===== config.mk =====
export PLATFORM = sky130hd
export DESIGN_NAME = mem_arbiter
export DESIGN_NICKNAME = d
export VERILOG_FILES = /design/src/rtl/mem_arbiter.sv
export SDC_FILE = /design/constraint.sdc
export NUM_CORES = 1
export LEC_CHECK = 0
export CAP_MARGIN = 10
export CORE_ASPECT_RATIO = 0.9
export CORE_UTILIZATION = 43
export DETAILED_ROUTE_END_ITERATION = 10
export GPL_ROUTABILITY_DRIVEN = 0
export PLACE_DENSITY_LB_ADDON = 0.3
export SYNTH_ARGS = -nofsm -noshare
export SYNTH_HDL_FRONTEND = slang
export SYNTH_SLANG_ARGS = --single-unit

===== constraint.sdc =====
create_clock -name i_clk -period 1.6 [get_ports i_clk]
set_clock_uncertainty 0.1 [all_clocks]
set_input_delay 0.32 -clock i_clk [delete_from_list [all_inputs] [get_ports i_clk]]
set_output_delay 0.32 -clock i_clk [all_outputs]
set_load 0.01 [all_outputs]

===== src/rtl/mem_arbiter.sv =====
// Two-port arbiter in front of a single-ported 32-bit word memory.
// Each grant drives the memory combinationally in its grant cycle. The completion
// pulse comes back to the requester one cycle later.
// Optional feature: define MEM_ARBITER_RR_EN for round-robin conflict resolution.
// Without it, port 0 has fixed priority.
module mem_arbiter #(
    parameter int unsigned N = 9
) (
    input  logic         i_clk,
    input  logic         i_reset,
    input  logic         i_req0_valid,
    output logic         o_req0_ready,
    input  logic         i_req0_wren,
    input  logic [3:0]   i_req0_bmask,
    input  logic [N-1:0] i_req0_addr,
    input  logic [31:0]  i_req0_wdata,
    output logic         o_rsp0_valid,
    output logic [31:0]  o_rsp0_rdata,
    input  logic         i_req1_valid,
    output logic         o_req1_ready,
    input  logic         i_req1_wren,
    input  logic [3:0]   i_req1_bmask,
    input  logic [N-1:0] i_req1_addr,
    input  logic [31:0]  i_req1_wdata,
    output logic         o_rsp1_valid,
    output logic [31:0]  o_rsp1_rdata,
    output logic         o_mem_wren,
    output logic [3:0]   o_mem_bmask,
    output logic [N-1:0] o_mem_addr,
    output logic [31:0]  o_mem_wdata,
    input  logic [31:0]  i_mem_rdata
);

    logic        gnt0, gnt1;
    logic        rsp_valid_q, rsp_valid_d;
    logic        rsp_id_q, rsp_id_d;
    logic        rsp_wren_q, rsp_wren_d;
    logic [31:0] rsp_rdata_q, rsp_rdata_d;
    logic [31:0] hold0_q, hold0_d;
    logic [31:0] hold1_q, hold1_d;
    logic        rsp_live;
    logic [31:0] rsp_data;

`ifdef MEM_ARBITER_RR_EN
    // ptr_q holds the last-granted port. A reset value of 1 lets port 0 win the first conflict.
    logic ptr_q, ptr_d;

    // Round-robin grant: on a conflict, the port that was not granted last wins.
    always_comb begin
        gnt0 = 1'b0;
        gnt1 = 1'b0;
        if (i_reset) begin
            if (i_req0_valid && i_req1_valid) begin
                gnt0 = ptr_q;
                gnt1 = ~ptr_q;
            end else begin
                gnt0 = i_req0_valid;
                gnt1 = i_req1_valid;
            end
        end
    end

    // The pointer moves only when a grant is issued.
    always_comb begin
        ptr_d = ptr_q;
        if (gnt0) begin
            ptr_d = 1'b0;
        end else if (gnt1) begin
            ptr_d = 1'b1;
        end
    end

    // Last-granted pointer register.
    always_ff @(posedge i_clk) begin
        if (!i_reset) begin
            ptr_q <= 1'b1;
        end else begin
            ptr_q <= ptr_d;
        end
    end
`else
    // Fixed-priority grant: port 0 always wins a conflict.
    always_comb begin
        gnt0 = i_reset & i_req0_valid;
        gnt1 = i_reset & i_req1_valid & ~i_req0_valid;
    end
`endif

    assign o_req0_ready = gnt0;
    assign o_req1_ready = gnt1;

    // Steer the granted request onto the memory bus. The bus is all zeros when idle.
    always_comb begin
        o_mem_wren  = 1'b0;
        o_mem_bmask = 4'b0000;
        o_mem_addr  = '0;
        o_mem_wdata = 32'h0;
        if (gnt0) begin
            o_mem_wren  = i_req0_wren;
            o_mem_bmask = i_req0_bmask;
            o_mem_addr  = i_req0_addr;
            o_mem_wdata = i_req0_wdata;
        end else if (gnt1) begin
            o_mem_wren  = i_req1_wren;
            o_mem_bmask = i_req1_bmask;
            o_mem_addr  = i_req1_addr;
            o_mem_wdata = i_req1_wdata;
        end
    end

    // Response outputs. A pending response is suppressed while reset is asserted.
    always_comb begin
        rsp_live     = rsp_valid_q & i_reset;
        rsp_data     = rsp_wren_q ? 32'h0 : rsp_rdata_q;
        o_rsp0_valid = rsp_live & ~rsp_id_q;
        o_rsp1_valid = rsp_live & rsp_id_q;
        o_rsp0_rdata = o_rsp0_valid ? rsp_data : hold0_q;
        o_rsp1_rdata = o_rsp1_valid ? rsp_data : hold1_q;
    end

    // Capture the grant for next cycle's response. Per-port read data is held between responses.
    always_comb begin
        rsp_valid_d = gnt0 | gnt1;
        rsp_id_d    = gnt1;
        rsp_wren_d  = o_mem_wren;
        rsp_rdata_d = (rsp_valid_d && !o_mem_wren) ? i_mem_rdata : 32'h0;
        hold0_d     = o_rsp0_rdata;
        hold1_d     = o_rsp1_rdata;
    end

    // Response and hold registers.
    always_ff @(posedge i_clk) begin
        if (!i_reset) begin
            rsp_valid_q <= 1'b0;
            rsp_id_q    <= 1'b0;
            rsp_wren_q  <= 1'b0;
            rsp_rdata_q <= 32'h0;
            hold0_q     <= 32'h0;
            hold1_q     <= 32'h0;
        end else begin
            rsp_valid_q <= rsp_valid_d;
            rsp_id_q    <= rsp_id_d;
            rsp_wren_q  <= rsp_wren_d;
            rsp_rdata_q <= rsp_rdata_d;
            hold0_q     <= hold0_d;
            hold1_q     <= hold1_d;
        end
    end

endmodule


Word-level counts from Yosys, hierarchy flattened
Cells that the tools add are included.
W data, S select, Z words.
{"block": "word_totals", "regBits": 99, "word_cells": 29, "latchBits": 0, "ram_bits": 0, "mem_bits_ro": 0, "mem_count": 0, "out_inout_bits": 114}
{"block": "classes", "reduce_logical": 3, "n_lt_le_gt_ge": 0, "addsub": 0, "n_shift": 0, "n_div": 0, "n_bitwise": 9, "mul": 0, "n_mux": 11, "eq_ne": 0}
{"operator": "$mux W32", "count": 5}
{"operator": "$mux W9", "count": 2}
{"operator": "$mux W4", "count": 2}
{"operator": "$and A1 B1 Y1", "count": 6}
{"operator": "$mux W1", "count": 2}
{"operator": "$not A1 Y1", "count": 2}
{"operator": "$reduce_and A2 Y1", "count": 1}
{"operator": "$logic_and A1 B1 Y1", "count": 1}
{"operator": "$logic_not A1 Y1", "count": 1}
{"operator": "$or A1 B1 Y1", "count": 1}

Longest topological paths before layout
Gate-level depths: netlist of the first run.
{"block": "logic_depth", "depth_word": 7, "mapped_depth": 6}

Worst setup path after synthesis of the first run
Ideal clock, no wire load.
{"block": "synth_timing", "kind": "reg-to-output", "startpoint": "register rsp_valid_q", "endpoint": "output o_rsp1_rdata[22]", "required_ps": 1180, "setup_slack_ps": 108, "path_buffers": 2, "stages_incl_launch_ff": 5, "arrival_time_ps": 1072, "cell_sequence": "dfxtp_1 -> nand3_1 -> buf_2 -> buf_2 -> o21ai_0"}
{"block": "synth_via", "elab_chain_len": 3}
{"element": "start, declared", "line": "35", "source": "logic rsp_valid_q, rsp_valid_d;"}
{"element": "start signal, assigned", "line": "141", "source": "rsp_valid_q <= rsp_valid_d;"}
{"element": "$and A1 B1 Y1", "line": "113", "source": "rsp_live = rsp_valid_q & i_reset;"}
{"element": "$and A1 B1 Y1", "line": "116", "source": "o_rsp1_valid = rsp_live & rsp_id_q;"}
{"element": "$mux W32", "line": "118", "source": "o_rsp1_rdata = o_rsp1_valid ? rsp_data : hold1_q;"}
{"element": "end, declared", "line": "26", "source": "output logic [31:0] o_rsp1_rdata,"}
No other way between the ends.

Worst setup path after layout of the first run
{"block": "layout_timing", "startpoint": "register rsp_valid_q", "endpoint": "output o_rsp1_rdata[19]"}
Same word-level chain as after synthesis.

==> flow_metrics.tcl, run 1 <==
set metrics [dict create \
    status "finished, violations left" \
    violations "setup timing" \
    setup_violations 67 \
    hold_start "i_req1_valid" \
    final_util_pct 74.3 \
    syn_avg_cell_area_sq_um 6.99 \
    ys_ff_latch 99 \
    area_delta_synth_final_pct 66.1 \
    wirelength_mm 19.7 \
    slowest_delay_ps 360 \
    critPathArrivalTime_ps 1560 \
    clk_pin_slew_worst_paths_ps 60 \
    rsz0062_at_grt "yes" \
    first_pass_iters 6 \
    placed_area_sq_um 8150 \
    fin_area_sq_um 9110 \
    fmax_mhz 506 \
    path_cells "nand3_4 > buf_6 > buf_16 > buf_6 > nand2_4 > o21ai_2 > buf_2" \
    fin_nets 1163 \
    hold_slack_ps 266 \
    grt_overflow 0 \
    drcViolationCount 0 \
    cts_made_buffers 9 \
    maxCapViolCount 0 \
    die_h_um 109 \
    cpMaxStageDelayCell "dfxtp_2" \
    io_pins 242 \
    antenna_found_initial 0 \
    async_reset_ff_share_pct 0 \
    place_inst 1153 \
    path_class "reg2out" \
    root_buffer "clkbuf_16" \
    fin_cells 1200 \
    synthFlopType "dfxtp_1" \
    routedWlPerCell_um 16.4 \
    num_vias 6188 \
    holdPathEnd "rsp_valid_q" \
    die_x_um 121 \
    synthCells 785 \
    dieArea_sq_um 13200 \
    worstMarginPinSlew_ps 540 \
    fill_cells 932 \
    clock_latency_ps 330 \
    power_density_nw_per_um2 659 \
    ff2ff_setup_slack_ps 170 \
    period_share_pct 123 \
    critPathMaxFanout 7 \
    tritoncts "built" \
    ys_top_cells_by_area "dfxtp_1 36%, nand2_1 20%, o21ai_0 7.4%, a21boi_1 6.6%, and2_1 5.6%" \
    r2r_cells 5 \
    synth.top_cells.by_count "286 x nand2_1, 99 x dfxtp_1, 81 x o21ai_0" \
    syn_nets 913 \
    finalWorstSetupSlack_ps -376 \
    core_area_sq_um 12300 \
    multiInputGateArea_sq_um 3460 \
    end_kind "primary output" \
    r2r_start "rsp_wren_q" \
    hold_viol_final 0 \
    finalWorstPathRequiredPeriod_ps 1980 \
    yosysTopAreaCell "dfxtp_1" \
    grt_pass1_wl_mm 29.5 \
    drt-initial-drc-count 491 \
    setup_tns_ps -18330 \
    final_antenna_net_count 0 \
    hpwlAfterDp_mm 11.9 \
    synth.most_common_cell "nand2_1" \
    yosysWarnings 0 \
    hold_path_class "in2reg" \
    grt_pass1_vias 5984 \
    cpMostUsedCell "buf_6" \
    grt_use_total_pct 28.6 \
    cp.required_ps 1180 \
    synth_area_sq_um 5490 \
    n_antenna_cell 0 \
    io_buffers 241 \
    rows 38 \
    drv_slew 0 \
    cts_htree_levels 3 \
    maxSlewHeadroom_pct 64.0 \
    grt_max_degree 64 \
    worst_setup_path_start_kind "flop" \
    cellLeakagePower_nw 4.39 \
    synth-edff-count 0 \
    start_util_pct 44.7 \
    layout-drive-gt1-share_pct 28.3 \
    crit_family "buffers and inverters" \
    max-vdd-ir-drop_uv 508 \
    crit_buf_inv 4 \
    ys_types 22 \
    reg2reg_to "hold1_q[4]" \
    avgViaCountPerCell 5.16 \
    hold-path-cell-count 3 \
    cts.sinks 99 \
    cp-startpoint "rsp_valid_q" \
    clk_path_buf_depth 2 \
    synth.yosys.seq_area_share_pct 36.1 \
    cts_hold_buf 0 \
    seqCellArea_sq_um 1990 \
    yosysTopAreaCellShare_pct 36.1 \
]
per-stage QoR:
step / worst slack [ps] / total power [mW]
finish: -376 / 6.01
global route: -430 / 6.26
CTS: -405 / 5.98
detailed placement: -977 / 3.79
global placement: -972 / 3.78
floorplan: 108 / 3.12
final cells by class:
class | count | area share (%)
inverters | 2 | 0.137
well taps | 160 | 2.20
multi-input cells | 614 | 38.0
repair buffers | 309 | 34.6
flip-flops and latches | 99 | 21.8
clock buffers | 10 | 2.62
clock inverters | 6 | 0.590
worst register-to-register path, cell delays in order (launching register included):
cell and delay [ps]:
dfxtp_4 360, buf_4 140, bufbuf_16 280, and2b_1 230, nand2_1 50, a21boi_0 190
state kept, by name, summed over array words and instances, names as in the netlist:
signal	count
hold0_q	32
hold1_q	32
rsp_id_q	1
rsp_rdata_q	32
rsp_valid_q	1
rsp_wren_q	1
cell usage in the layout (no fill, tap or decap), types with 3 or more instances in the layout:
master,synthesis,final
o21ai_1,29,61
a21boi_1,48,48
clkdlybuf4s50_1,0,43
and2b_1,13,13
nor2b_1,20,19
buf_8,0,3
and3_1,32,32
nand2b_1,34,31
and2_1,49,44
o21ai_2,0,44
dlygate4sd2_1,0,35
buf_4,14,24
dfxtp_1,99,96
buf_2,22,91
buf_6,8,29
o21ai_4,0,3
nand2_2,0,23
nand2_4,0,8
dlymetal6s2s_1,0,47
clkbuf_16,0,13
and2_4,0,5
a21boi_0,16,16
nand2b_4,0,3
buf_12,0,20
nand2_1,286,255
buf_16,0,9
timing repair:
action	4_1_cts	5_1_grt
resized for setup	620	174
setup buffers	15	3
gates cloned	13	4
setup endpoints to repair	114	106
pin swaps	52	77
power breakdown:
part	leakage, nW	internal (mW)	total, mW	switching [mW]
logic	3.44	0.723	1.32	0.597
registers	0.804	2.52	2.55	0.0351
clock network	0.147	1.13	2.14	1.01
total	4.39	4.37	6.01	1.64
worst max-delay path by stage:
stage                        to  slack (ps)  depth (start not counted)
4_1_cts         o_rsp1_rdata[2]        -400                          5
3_5_place_dp     o_mem_bmask[3]        -980                          6
6_report       o_rsp1_rdata[19]        -380                          7
2_1_floorplan  o_rsp1_rdata[22]         110                          4
5_1_grt        o_rsp1_rdata[19]        -430                          7
3_3_place_gp     o_mem_bmask[3]        -970                          6
cell families (layout without fill, tap and decap cells):
logic type	after synthesis	after routing	share of synthesized area, %
simple gates	438	438	37.1
compound gates	175	175	18.9
mux	1	1	0.410
flops	99	99	36.1
buf+inv	72	327	7.48
per-layer routing:
metal / vias up / wire (um) / track usage (%)
met4: 0 / 692 / 12.6
li1: 3039 / - / -
met2: 255 / 9990 / 52.0
met1: 2846 / 7780 / 32.6
met5: - / 0 / 0
met3: 48 / 1220 / 5.54
(Power assumes the default switching activity.)
==> run 2, diff against run 1 <==
CORE_UTILIZATION = 25   (was 43)
CTS_BUF_LIST = sky130_fd_sc_hd__clkbuf_4   (was not set)
==> run 2 against run 1 <==
Net effect:
- the run still ends with setup timing left
- utilization down 34 points
- hold slack worse by 72 ps
- largest power group unchanged
- via count fell by 6.2%
- clock-buffer cell count shrank 1
==> flow_metrics.tcl, run 2 (synthesis results as in run 1) <==
set metrics [dict create \
    status "finished, violations left" \
    violations "setup timing" \
    intPower_mw 3.50 \
    start_util_pct 25.4 \
    met2WireLength_mm 9.25 \
    grt_overflow 0 \
    first_pass_iters 4 \
    reg2reg_to "hold0_q[11]" \
    die_x_um 158 \
    hold_viol_final 0 \
    finalWorstPathRequiredPeriod_ps 2120 \
    rows 51 \
    path_class "reg2out" \
    dp_slack_ps -892 \
    area_delta_synth_final_pct 57.7 \
    p_sw_share_pct 29.7 \
    drt-met1-wl_mm 8.37 \
    worst_setup_path_start_kind "flop" \
    clk_pin_slew_worst_paths_ps 150 \
    cp.required_ps 1180 \
    place_inst 1285 \
    grt_pass1_vias 5581 \
    layout-drive-gt1-share_pct 24.7 \
    core_area_sq_um 21600 \
    critPathArrivalTime_ps 1700 \
    fin_cells 1317 \
    switchingPower_mw 1.48 \
    cts_hold_buf 0 \
    num_vias 5807 \
    cellLeakagePower_nw 4.09 \
    seqCellArea_sq_um 1990 \
    final_antenna_net_count 0 \
    path_cells "nand3b_1 > buf_6 > buf_8 > buf_12 > o21ai_2 > buf_2" \
    r2r_start "rsp_valid_q" \
    placed_area_sq_um 8360 \
    dieArea_sq_um 22600 \
    root_buffer "clkbuf_4" \
    fmax_mhz 471 \
    hold_start "i_reset" \
    p_comb_share_pct 24.2 \
    power_density_nw_per_um2 575 \
    seqPwrFrac_pct 51.3 \
    hold_slack_ps 194 \
    grt_max_degree 69 \
    fin_area_sq_um 8660 \
    antenna_found_initial 2 \
    final_cell_mix "267 x nand2_1, 105 x buf_2, 96 x dfxtp_1" \
    setup_tns_ps -26330 \
    finalWorstSetupSlack_ps -524 \
    hold-path-cell-count 3 \
    maxSlewHeadroom_pct 60.4 \
    cts.sinks 99 \
    period_share_pct 133 \
    holdPathEnd "rsp_valid_q" \
    setup_violations 66 \
    maxCapViolCount 0 \
    cts_made_buffers 9 \
    wl_met3_um 992 \
    fill_cells 2343 \
    clock_latency_ps 460 \
    wirelength_mm 18.9 \
    clk_path_buf_depth 2 \
    routedWlPerCell_um 14.4 \
    cpMaxStageDelayCell "dfxtp_2" \
    pwr-share-clk_pct 24.5 \
    hpwlAfterDp_mm 12.7 \
    total_power_mw 4.98 \
    rsz0062_at_grt "yes" \
    drt-initial-drc-count 208 \
    grt_pass1_wl_mm 29.3 \
    fin_nets 1147 \
    dr.max_layer_used "met4" \
    largest_registers "hold0_q (32), hold1_q (32), rsp_rdata_q (32)" \
    multiInputGateArea_sq_um 3380 \
    end_kind "primary output" \
    r2r_cells 6 \
    hold_path_class "in2reg" \
    io_pins 242 \
    layout_commonest_cell "nand2_1" \
    drv_slew 0 \
    grt_use_total_pct 16.8 \
    slowest_delay_ps 370 \
    ff2ff_setup_slack_ps 210 \
    tritoncts "built" \
    avgViaCountPerCell 4.41 \
    max-vdd-ir-drop_uv 304 \
    die_h_um 143 \
    cts_htree_levels 3 \
    drcViolationCount 0 \
    worstMarginPinSlew_ps 594 \
    final_util_pct 40.1 \
    io_buffers 241 \
    critPathMaxFanout 13 \
]
-- run 2: cell types whose count changed in the layout (fill, tap and decap cells not counted), sizes merged --
cell           delta
buf              -16
clkbuf            -4
clkdlybuf4s50     +4
clkdlybuf4s15     +3
clkinvlp          +2
diode             +2
dlymetal6s2s      -2
bufbuf            -1
clkinv            -1
dlygate4sd2       -1
-- run 2: area by class of cell --
type                            count  share of cell area, %
Sequential cell                    99                   23.0
Clock inverter                      7                  0.593
Multi-Input combinational cell    614                   39.0
Inverter                            2                 0.0867
Clock buffer                        9                  0.780
Antenna cell                        2                 0.0578
Timing Repair Buffer              293                   32.3
Tap cell                          291                   4.21
-- run 2: worst max path at each step --
| stage | from | end | slack [ps] | cells after the start |
|---|---|---|---|---|
| 2_1_floorplan | rsp_valid_q | o_rsp1_rdata[22] | 110 | 4 |
| 3_3_place_gp | i_req1_valid | o_mem_bmask[2] | -900 | 6 |
| 3_5_place_dp | i_req1_valid | o_mem_bmask[2] | -890 | 6 |
| 4_1_cts | rsp_id_q | o_rsp0_rdata[5] | -590 | 6 |
| 5_1_grt | rsp_id_q | o_rsp0_rdata[13] | -640 | 7 |
| 6_report | rsp_id_q | o_rsp0_rdata[2] | -520 | 6 |
-- run 2: worst max-delay path, delay by kind of cell (launching register included) --
| family | cells | cell delay [ps] |
|---|---|---|
| buf+inv | 4 | 570 |
| simple gates | 1 | 190 |
| flops | 1 | 370 |
| compound gates | 1 | 120 |
-- run 2: per-layer routing --
layer / track usage, % / vias up
met4: 4.55 / 0
li1: - / 3003
met5: 0 / -
met1: 20.5 / 2634
met2: 28.9 / 148
met3: 4.29 / 22
-- run 2: repair_timing --
item / CTS / global route
setup endpoints to repair: 114 / 106
buffers inserted: 7 / 0
pin swaps: 44 / 48
resized for setup: 664 / 58
cloned: 6 / 2
-- run 2: power by group through the flow --
stage	Sequential, mW	Clock (mW)	Combinational [mW]
final	2.56	1.22	1.20
after global routing	2.56	1.40	1.32
after CTS	2.56	1.31	1.20
after detailed placement	2.60	0	1.21
after global placement	2.60	0	1.20
after floorplan	2.59	0	0.523
